<file path="src/rtl/tms_vram_arbiter_pkg.sv">
// Shared types and constants for the VRAM arbiter that sits between the
// vdp18 core and the single-port 16K x 8 VRAM.
package tms_vram_pkg;

  localparam int ADDR_W           = 14;
  localparam int DATA_W           = 8;
  localparam int HOST_TIMEOUT_DEF = 255;

  typedef enum logic [1:0] {
    IDLE = 2'd0,
    PEND = 2'd1,
    WAIT = 2'd2,
    ACK  = 2'd3
  } state_t;

  typedef struct packed {
    logic              we;
    logic [ADDR_W-1:0] a;
    logic [DATA_W-1:0] d;
  } host_req_t;

endpackage

</file>
<file path="src/rtl/tms_vram_arbiter_if.sv">
// VDP, host and VRAM pin bundle. The arbiter takes the slave view; the
// environment (core, host, RAM model) takes the master view.
interface tms_vram_arbiter_if;
  import tms_vram_pkg::*;

  logic              ena;
  logic              vdp_we;
  logic [0:ADDR_W-1] vdp_a;
  logic [0:DATA_W-1] vdp_d;
  logic [0:DATA_W-1] vdp_q;

  logic              host_req;
  logic              host_we;
  logic [ADDR_W-1:0] host_a;
  logic [DATA_W-1:0] host_d;
  logic              host_ack;
  logic [DATA_W-1:0] host_q;
  logic              host_busy;
  logic              host_timeout;

  logic              ram_we;
  logic [ADDR_W-1:0] ram_a;
  logic [DATA_W-1:0] ram_d;
  logic [DATA_W-1:0] ram_q;

  modport slave (
    input  ena, vdp_we, vdp_a, vdp_d, host_req, host_we, host_a, host_d, ram_q,
    output vdp_q, host_ack, host_q, host_busy, host_timeout, ram_we, ram_a, ram_d
  );

  modport master (
    output ena, vdp_we, vdp_a, vdp_d, host_req, host_we, host_a, host_d, ram_q,
    input  vdp_q, host_ack, host_q, host_busy, host_timeout, ram_we, ram_a, ram_d
  );

endinterface

</file>
<file path="src/rtl/tms_vram_arbiter.sv">
// Single-port VRAM arbiter: the VDP owns every ena=1 cycle, a captured host
// request is slotted into the first ena=0 cycle and acked two cycles later.
module tms_vram_arbiter
  import tms_vram_pkg::*;
#(
  parameter int HOST_TIMEOUT = HOST_TIMEOUT_DEF
) (
  input  logic                clk,
  input  logic                RESET,
  tms_vram_arbiter_if.slave   bus
);

  localparam int CNT_W = $clog2(HOST_TIMEOUT + 1);
  localparam logic [CNT_W-1:0] CNT_MAX = {CNT_W{1'b1}};
  localparam logic [CNT_W-1:0] CNT_LAST = CNT_W'(HOST_TIMEOUT - 1);

  state_t            r_state;
  state_t            w_next;
  host_req_t         r_req;
  logic [CNT_W-1:0]  r_cnt;
  logic              r_vdp_own;
  logic              r_host_own;
  logic              r_ack;
  logic              r_busy;
  logic              r_timeout;
  logic [DATA_W-1:0] r_vdp_q;
  logic [DATA_W-1:0] r_host_q;
  logic [ADDR_W-1:0] r_ram_a_hold;
  logic [DATA_W-1:0] r_ram_d_hold;

  logic              w_ram_we;
  logic [ADDR_W-1:0] w_ram_a;
  logic [DATA_W-1:0] w_ram_d;
  logic              w_host_slot;

  // RAM mux: VDP first, then the pending host request; otherwise idle with the bus held.
  always_comb begin
    w_host_slot = 1'b0;
    w_ram_we    = 1'b0;
    w_ram_a     = r_ram_a_hold;
    w_ram_d     = r_ram_d_hold;
    if (bus.ena) begin
      w_ram_we = bus.vdp_we;
      w_ram_a  = bus.vdp_a;
      w_ram_d  = bus.vdp_d;
    end else if (r_state == PEND) begin
      w_host_slot = 1'b1;
      w_ram_we    = r_req.we;
      w_ram_a     = r_req.a;
      w_ram_d     = r_req.d;
    end else begin
      w_host_slot = 1'b0;
    end
  end

  // Next-state logic for the host request FSM.
  always_comb begin
    w_next = r_state;
    case (r_state)
      IDLE:    w_next = bus.host_req ? PEND : IDLE;
      PEND:    w_next = bus.ena ? PEND : WAIT;
      WAIT:    w_next = ACK;
      ACK:     w_next = IDLE;
      default: w_next = IDLE;
    endcase
  end

  // State, request capture, ownership pipeline and read-data capture.
  always_ff @(posedge clk or posedge RESET) begin
    if (RESET) begin
      r_state      <= IDLE;
      r_req        <= '0;
      r_cnt        <= '0;
      r_vdp_own    <= 1'b0;
      r_host_own   <= 1'b0;
      r_ack        <= 1'b0;
      r_busy       <= 1'b0;
      r_timeout    <= 1'b0;
      r_vdp_q      <= '0;
      r_host_q     <= '0;
      r_ram_a_hold <= '0;
      r_ram_d_hold <= '0;
    end else begin
      r_state      <= w_next;
      r_ram_a_hold <= w_ram_a;
      r_ram_d_hold <= w_ram_d;
      r_ack        <= (w_next == ACK);
      r_busy       <= (w_next == PEND) || (w_next == WAIT);
      // Ownership flags follow issue order, so each ram_q lands in exactly one capture register.
      r_vdp_own    <= bus.ena;
      r_host_own   <= w_host_slot & ~r_req.we;
      if (r_vdp_own) begin
        r_vdp_q <= bus.ram_q;
      end
      if (r_host_own) begin
        r_host_q <= bus.ram_q;
      end
      case (r_state)
        IDLE: begin
          if (bus.host_req) begin
            r_req <= '{we: bus.host_we, a: bus.host_a, d: bus.host_d};
            r_cnt <= '0;
          end
        end
        PEND: begin
          if (bus.ena) begin
            if (r_cnt != CNT_MAX) begin
              r_cnt <= r_cnt + CNT_W'(1);
            end
            if (r_cnt >= CNT_LAST) begin
              r_timeout <= 1'b1;
            end
          end
        end
        WAIT:    r_timeout <= 1'b0;
        ACK:     r_cnt     <= '0;
        default: r_cnt     <= '0;
      endcase
    end
  end

  assign bus.ram_we       = w_ram_we & ~RESET;
  assign bus.ram_a        = w_ram_a;
  assign bus.ram_d        = w_ram_d;
  assign bus.vdp_q        = r_vdp_q;
  assign bus.host_q       = r_host_q;
  assign bus.host_ack     = r_ack;
  assign bus.host_busy    = r_busy;
  assign bus.host_timeout = r_timeout;

endmodule

</file>
<file path="src/flat_wrapper.sv">
// flat-port wrapper written by rule: the top's interface ports become plain ports
module tms_vram_arbiter_flat import tms_vram_pkg::*;
#(
  parameter int HOST_TIMEOUT = HOST_TIMEOUT_DEF
)
  (clk, RESET, bus_ena, bus_vdp_we, bus_vdp_a, bus_vdp_d, bus_host_req, bus_host_we, bus_host_a, bus_host_d, bus_ram_q, bus_vdp_q, bus_host_ack, bus_host_q, bus_host_busy, bus_host_timeout, bus_ram_we, bus_ram_a, bus_ram_d);
  tms_vram_arbiter_if bus_i ();
  input  logic clk;
  input  logic RESET;
  input wire logic [$bits(bus_i.ena)-1:0] bus_ena;
  input wire logic [$bits(bus_i.vdp_we)-1:0] bus_vdp_we;
  input wire logic [$bits(bus_i.vdp_a)-1:0] bus_vdp_a;
  input wire logic [$bits(bus_i.vdp_d)-1:0] bus_vdp_d;
  input wire logic [$bits(bus_i.host_req)-1:0] bus_host_req;
  input wire logic [$bits(bus_i.host_we)-1:0] bus_host_we;
  input wire logic [$bits(bus_i.host_a)-1:0] bus_host_a;
  input wire logic [$bits(bus_i.host_d)-1:0] bus_host_d;
  input wire logic [$bits(bus_i.ram_q)-1:0] bus_ram_q;
  output wire logic [$bits(bus_i.vdp_q)-1:0] bus_vdp_q;
  output wire logic [$bits(bus_i.host_ack)-1:0] bus_host_ack;
  output wire logic [$bits(bus_i.host_q)-1:0] bus_host_q;
  output wire logic [$bits(bus_i.host_busy)-1:0] bus_host_busy;
  output wire logic [$bits(bus_i.host_timeout)-1:0] bus_host_timeout;
  output wire logic [$bits(bus_i.ram_we)-1:0] bus_ram_we;
  output wire logic [$bits(bus_i.ram_a)-1:0] bus_ram_a;
  output wire logic [$bits(bus_i.ram_d)-1:0] bus_ram_d;
  assign bus_i.ena = bus_ena;
  assign bus_i.vdp_we = bus_vdp_we;
  assign bus_i.vdp_a = bus_vdp_a;
  assign bus_i.vdp_d = bus_vdp_d;
  assign bus_i.host_req = bus_host_req;
  assign bus_i.host_we = bus_host_we;
  assign bus_i.host_a = bus_host_a;
  assign bus_i.host_d = bus_host_d;
  assign bus_i.ram_q = bus_ram_q;
  assign bus_vdp_q = bus_i.vdp_q;
  assign bus_host_ack = bus_i.host_ack;
  assign bus_host_q = bus_i.host_q;
  assign bus_host_busy = bus_i.host_busy;
  assign bus_host_timeout = bus_i.host_timeout;
  assign bus_ram_we = bus_i.ram_we;
  assign bus_ram_a = bus_i.ram_a;
  assign bus_ram_d = bus_i.ram_d;
  tms_vram_arbiter #(.HOST_TIMEOUT(HOST_TIMEOUT)) u_core (.clk(clk), .RESET(RESET), .bus(bus_i));
endmodule
</file>
<file path="config.mk">
export PLATFORM = sky130hd
export DESIGN_NAME = tms_vram_arbiter_flat
export DESIGN_NICKNAME = d
export VERILOG_FILES = /design/src/rtl/tms_vram_arbiter_pkg.sv /design/src/rtl/tms_vram_arbiter_if.sv /design/src/rtl/tms_vram_arbiter.sv /design/src/flat_wrapper.sv
export SDC_FILE = /design/constraint.sdc
export NUM_CORES = 1
export LEC_CHECK = 0
export ABC_AREA = 1
export CAP_MARGIN = 15
export CORE_UTILIZATION = 47
export CTS_CLUSTER_SIZE = 20
export DETAILED_ROUTE_END_ITERATION = 6
export PLACE_DENSITY_LB_ADDON = 0.25
export SLEW_MARGIN = 20
export SYNTH_ARGS = -nofsm -noshare
export SYNTH_HDL_FRONTEND = slang
export SYNTH_SLANG_ARGS = --single-unit
</file>
<file path="constraint.sdc">
create_clock -name clk -period 3.3 [get_ports clk]
set_input_delay 0.66 -clock clk [delete_from_list [all_inputs] [get_ports clk]]
set_output_delay 0.66 -clock clk [all_outputs]
set_load 0.02 [all_outputs]
</file>
==> results of run 1 <==
registers in the layout, indices dropped and copies added (netlist names):
| signal | cells |
|---|---|
| u_core.bus.host_ack | 1 |
| u_core.bus.host_busy | 1 |
| u_core.bus.host_q | 8 |
| u_core.bus.host_timeout | 1 |
| u_core.bus.vdp_q | 8 |
| u_core.r_cnt | 8 |
| u_core.r_host_own | 1 |
| u_core.r_ram_a_hold | 14 |
| u_core.r_ram_d_hold | 8 |
| u_core.r_req | 23 |
| u_core.r_state | 2 |
| u_core.r_vdp_own | 1 |
Yosys cell counts:
cell       n  area [um2]
buf_4      2        15.0
nand2_4    2        22.5
nor3_1     1        5.00
nand2_2    5        31.3
buf_6      1        11.3
clkbuf_2   1        5.00
nand3b_1   2        15.0
a22oi_1    1        7.51
nand3_1    8        40.0
a21oi_1    6        30.0
buf_2      6        30.0
o21ai_1    4        20.0
nor2_4     2        22.5
nand2_1   57         214
nand4_1    1        6.26
nor2_1    37         139
nor2_2     1        6.26
dfrtp_1   76        1900
inv_1     24        90.1
buf_1      1        3.75
ha_1       7        87.6
xor2_1     3        26.3
o21ai_0   46         230
inv_4      2        12.5
mux2_2    34         383
clkbuf_1   4        15.0
per-stage QoR:
step           setup WS (ns)  util [%]
3_5_place_dp           0.189      64.9
3_3_place_gp           0.241      64.9
4_1_cts               0.0765      67.4
5_1_grt               0.0277      67.5
2_1_floorplan          0.702         -
6_report               0.166      67.5
power by group through the flow:
stage          sequential (W)  clock, W  combinational [W]
3_5_place_dp          0.00144         0            0.00158
2_1_floorplan         0.00149         0           0.000923
5_1_grt               0.00147  0.000671            0.00173
6_report              0.00143  0.000612            0.00159
4_1_cts               0.00143  0.000625            0.00159
3_3_place_gp          0.00143         0            0.00156
logic make-up (layout without fill, tap and decap cells):
logic type,Yosys count,after routing,synth area share [%]
DFF,76,76,56.4
adders and majority gates,7,7,2.60
muxes,34,34,11.4
buffers and inverters,41,147,5.42
and+or+nand+nor,116,116,14.9
AOI/OAI and AO/OA,57,57,8.54
xor gates and xnor gates,3,3,0.780
cell usage in the layout (no fill, tap or decap), types with 2 or more instances in the layout:
cell	synthesis	routed
inv_4	2	2
nand2_2	5	5
nor2_1	37	37
o21ai_0	46	46
xor2_1	3	3
nand2_1	57	57
nand3b_1	2	2
nor2_4	2	2
mux2_2	34	34
clkinvlp_4	0	2
a21oi_1	6	6
o21ai_1	4	4
clkbuf_8	0	9
nand3_1	8	8
ha_1	7	7
nand2_4	2	2
clkinv_2	0	4
clkdlybuf4s50_1	0	99
buf_4	2	4
dfrtp_1	76	76
inv_1	24	22
worst paths after layout:
check                                  endpoint  cells after the start         startpoint
max                               bus_ram_a[10]                      6  u_core.r_state[1]
min                           u_core.r_host_own                      1   u_core.r_req[22]
max reg2reg                     u_core.r_cnt[7]                     10  u_core.r_state[1]
min reg2reg                   u_core.r_host_own                      1   u_core.r_req[22]
max in group asynchronous      u_core.r_req[19]                      3              RESET
min in group asynchronous  u_core.bus.host_busy                      2              RESET
layer usage:
layer / wire, um / global-route usage (%) / vias up
li1: - / - / 1283
met4: 153 / 10.0 / 0
met1: 3070 / 25.6 / 1259
met5: 0 / 0 / -
met2: 3530 / 35.1 / 78
met3: 446 / 4.95 / 13
cell type report:
type / instances / area, um2
Tap cell: 96 / 120
Clock inverter: 6 / 40.0
Timing Repair Buffer: 105 / 1050
Multi-Input combinational cell: 217 / 1290
Sequential cell: 76 / 1900
Inverter: 26 / 108
Fill cell: 575 / 2230
Clock buffer: 10 / 128
timing repair:
item                       CTS  global route
resized for setup            0             2
setup endpoints to repair    0             7
hold endpoints to repair     0             0
==> results.ini, run 1 <==
[worst_setup_path]
cp-end-kind = output port
crit_path_start_kind = register
path_common_cell = o21ai_0
rrSetupSlack_ns = 1.51
path_delay_family = buffers and inverters
crit_arrival_ns = 2.47
crit_buf_inv = 3
worstPathCellList = inv_1 > ha_1 > buf_6 > o21ai_0 > o21ai_0 > clkdlybuf4s50_1
slowest_delay_ns = 0.67
crit_type = reg2out
required_ns = 2.64
cp_slowest_cell = clkdlybuf4s50_1
cp_max_fo = 34

[detailed_routing]
route.detailed.drc = 0
viasPerCell = 4.91
dr_total_vias = 2633
wl_mm = 7.20
drtIter0Drc = 109
antenna_left = 0
drt_first_pass_iters = 4
wire_per_inst_um = 13.4

[final_layout]
syn_to_final_growth_pct = 37.5
fin_cells = 536
layout-drive-gt1-share_pct = 15.7
finalInstanceArea_um2 = 4640
nets = 500
n_antenna_cell = 0

[timing]
fin_skew_ns = 0.0109
fmaxAchievable_ghz = 0.319
rsz0062_at_grt = false
hold_viol_final = 0
holdWs_ns = 0.478
drv_slew = 0
maxSlewHeadroom_pct = 44.5
fin_crit_sh_pct = 95.0
period_needed_ns = 3.13
worst_slew_pin_slew_ns = 0.833
setup_viol = 0
final.setup.tns_ns = 0

[power_and_ir_drop]
p_leak_nw = 2.05
intPower_w = 0.00227
vdd_drop_max_mv = 0.469
combPwrFrac_pct = 43.8
p_sw_w = 0.00135
clockPowerShare_pct = 16.9
power_per_cell_area_nw_per_um2 = 782
total_power_w = 0.00362
seq_power_share_pct = 39.4
switching_share_pct = 37.3

[global_route]
grt_pass1_wl_mm = 12.0
grt_max_degree = 48
grt_pass1_vias = 2631
antenna_found_initial = 0
grt-ovfl-total = 0
grt_util_all_layers_pct = 21.0

[synthesis]
synth_cells = 334
ys_seq_area_share_pct = 56.4
syn_nets = 399
synthDistinctLibCells = 26
ys_warn_count = 0
synth_seq_cells = 76
syn_area_um2 = 3370
synth_area_per_cell_um2 = 10.1

[placed_design]
place_area_um2 = 4460
hpwl_mm = 5.18
dp_cells = 520
gp_congestion = 0.805
port_buffers = 99

[clock_network]
cts_setup_buffers = 0
clkLatencyLatePin_ns = 0.35
clockBufferDepth = 2
clk_pin_slew_ns = 0.07
cts_buffers = 9
cts.sinks = 76
cts_tree = yes
root_buffer = clkbuf_8
h-tree-depth = 3
ctsHoldBuffers = 0

[floorplanning]
dieArea_um2 = 7510
core_area_um2 = 6870
io_pins = 100
rows = 30
die_height_um = 86.7
die_w_um = 86.7
start_util_pct = 49.1

[flow_run]
maxCapViolations = 0

[min_path]
hold_class = reg2reg

[outcome]
status = complete, no violations

(Power assumes the default switching activity.)
==> inputs of run 2 (changes only) <==
--- a/config.mk
+++ b/config.mk
@@ -11,6 +11,8 @@
 export CTS_CLUSTER_SIZE = 20
 export DETAILED_ROUTE_END_ITERATION = 6
 export PLACE_DENSITY_LB_ADDON = 0.25
+export RECOVER_POWER = 100
+export SKIP_CTS_REPAIR_TIMING = 1
 export SLEW_MARGIN = 20
 export SYNTH_ARGS = -nofsm -noshare
 export SYNTH_HDL_FRONTEND = slang
==> run 2 against run 1 <==
Compared with the run above:
- the flow now finishes with violations (capacitance limit, slew limit)
- global-route usage unchanged
- sequential share of layout area increased by 0.26 points
- critical path depth unchanged
- first-iteration DRC count decreased by 16%
- total power decreased by 2.3%
- combinational power decreased by 5%
- sequential cell count unchanged
- utilization decreased by 0.42 points
- final cell count unchanged
- critical path type unchanged
- critical endpoint is now bus_ram_a[12]
- highest routed layer unchanged
==> results.ini, run 2 (synthesis gave the netlist of run 1 again) <==
[timing]
hold_viol_final = 0  ; unchanged
worst_slew_pin_slew_ns = 2.04  ; +1.21 ns
fin_skew_ns = 0.0117  ; +0.000881 ns
final.setup.tns_ns = 0  ; unchanged
period_needed_ns = 3.16  ; +0.0271 ns
drv_slew = 48  ; +48
maxSlewHeadroom_pct = -37.0  ; -81 points
rsz0062_at_grt = false
fin_crit_sh_pct = 95.8  ; +0.82 points
holdWs_ns = 0.477  ; -0.000913 ns
setup_viol = 0  ; unchanged
fmaxAchievable_ghz = 0.316  ; -0.86%

[floorplanning]
die_w_um = 86.7  ; unchanged
die_height_um = 86.7  ; unchanged
start_util_pct = 49.1  ; unchanged
core_area_um2 = 6870  ; unchanged
io_pins = 100  ; unchanged
rows = 30  ; unchanged
dieArea_um2 = 7510  ; unchanged

[min_path]
hp-start = u_core.r_req[22]
min_to = u_core.r_host_own
hold_class = reg2reg
whs_path_depth = 1  ; unchanged

[detailed_routing]
antenna_left = 0  ; unchanged
drt_first_pass_iters = 4  ; unchanged
wl_mm = 7.18  ; -0.25%
drtIter0Drc = 92  ; -16%
wire_per_inst_um = 13.4  ; -0.25%
dr_total_vias = 2627  ; -0.23%
viasPerCell = 4.90  ; -0.23%
route.detailed.drc = 0  ; unchanged

[worst_setup_path]
cp_slowest_cell = dlygate4sd3_1
path_common_cell = o21ai_0
slowest_delay_ns = 0.73  ; +0.06 ns
crit_type = reg2out
ff2ff_path_depth = 11  ; +1
cp-end-kind = output port
worstReg2RegStart = u_core.r_state[1]
crit_path_start_kind = register
required_ns = 2.64  ; about the same
r2r-end = u_core.r_cnt[7]
worstPathCellList = inv_1 > ha_1 > buf_6 > o21ai_0 > o21ai_0 > dlygate4sd3_1
cp_max_fo = 34  ; unchanged
crit_arrival_ns = 2.50  ; +0.03 ns
rrSetupSlack_ns = 1.17  ; -0.34 ns

[flow_run]
maxCapViolations = 1  ; +1

[outcome]
violations = capacitance limit, slew limit
status = complete, but fails checks

[clock_network]
clockBufferDepth = 2  ; unchanged
cts_tree = yes
cts_buffers = 9  ; unchanged
root_buffer = clkbuf_8
cts.sinks = 76  ; unchanged
clk_pin_slew_ns = 0.07  ; about the same
h-tree-depth = 3  ; unchanged
clkLatencyLatePin_ns = 0.35  ; about the same

[placed_design]
port_buffers = 99  ; unchanged
hpwl_mm = 5.18  ; unchanged
gp_congestion = 0.805  ; unchanged

[power_and_ir_drop]
p_leak_nw = 2.07  ; +0.63%
power_per_cell_area_nw_per_um2 = 769  ; -1.7%
vdd_drop_max_mv = 0.454  ; -3.1%
total_power_w = 0.00354  ; -2.3%

[final_layout]
fin_util_pct = 67.1  ; -0.42 points
final_common_cell = dfrtp_1
largest_register_ffs = 23  ; unchanged
layout-drive-gt1-share_pct = 15.0  ; -0.68 points
mostFrequentLayoutCells = dfrtp_1 (76), nand2_1 (59), clkdlybuf4s50_1 (53)
largestRegisters = u_core.r_req: 23 flops, u_core.r_ram_a_hold: 14 flops
top_register = u_core.r_req
n_antenna_cell = 0  ; unchanged
nets = 500  ; unchanged
syn_to_final_growth_pct = 36.7

[global_route]
grt-ovfl-total = 0  ; unchanged
grt_pass1_vias = 2631  ; unchanged
grt_util_all_layers_pct = 21.0  ; unchanged
grt_pass1_wl_mm = 12.0  ; unchanged
grt_max_degree = 48  ; unchanged
antenna_found_initial = 0  ; unchanged

run 2: cell type report:
type,instances,area [um2]
clock buffer,10,128
clock inverter,6,40.0
fill,581,2260
inverter,26,106
multi-input combinational,217,1270
sequential,76,1900
tap,96,120
timing repair buffer,105,1040
run 2: through the flow:
step	instance area [um2]	std cells	setup slack, ns
floorplan	3370	334	0.702
global placement	4460	520	0.241
detailed placement	4460	520	0.189
CTS	4630	536	0.0765
global route	4610	536	0.0277
finish	4610	536	0.139
run 2: critical path: cells and delay by family (launching register included):
| family | cells | cell delay (ns) |
|---|---|---|
| buffers and inverters | 3 | 1.11 |
| flip-flops | 1 | 0.42 |
| AO/OA/AOI/OAI | 2 | 0.39 |
| adder cells (fa/ha/maj) | 1 | 0.24 |
run 2: layer usage:
metal / global-route usage (%) / share of wire, %
met3: 4.95 / 6.1
met1: 25.6 / 42
met2: 35.1 / 49
met5: 0 / 0
met4: 10.0 / 2.3
run 2: how the worst max path moves through the flow:
| stage | start | endpoint | slack (ns) |
|---|---|---|---|
| global route | RESET | u_core.r_ram_a_hold[9] | 0.03 |
| global placement | bus_ena | bus_ram_a[13] | 0.24 |
| CTS | u_core.r_state[1] | bus_ram_a[10] | 0.08 |
| detailed placement | bus_ena | bus_ram_a[10] | 0.19 |
| floorplan | RESET | u_core.bus.host_ack | 0.70 |
| finish | u_core.r_state[1] | bus_ram_a[12] | 0.14 |
run 2: where the power goes:
group	total (W)	internal [W]	switching, W	leakage (nW)
Clock	0.000611	0.000273	0.000338	0.0864
Sequential	0.00142	0.00127	0.000158	0.915
Combinational	0.00151	0.000669	0.000838	1.07
Total	0.00354	0.00221	0.00133	2.07
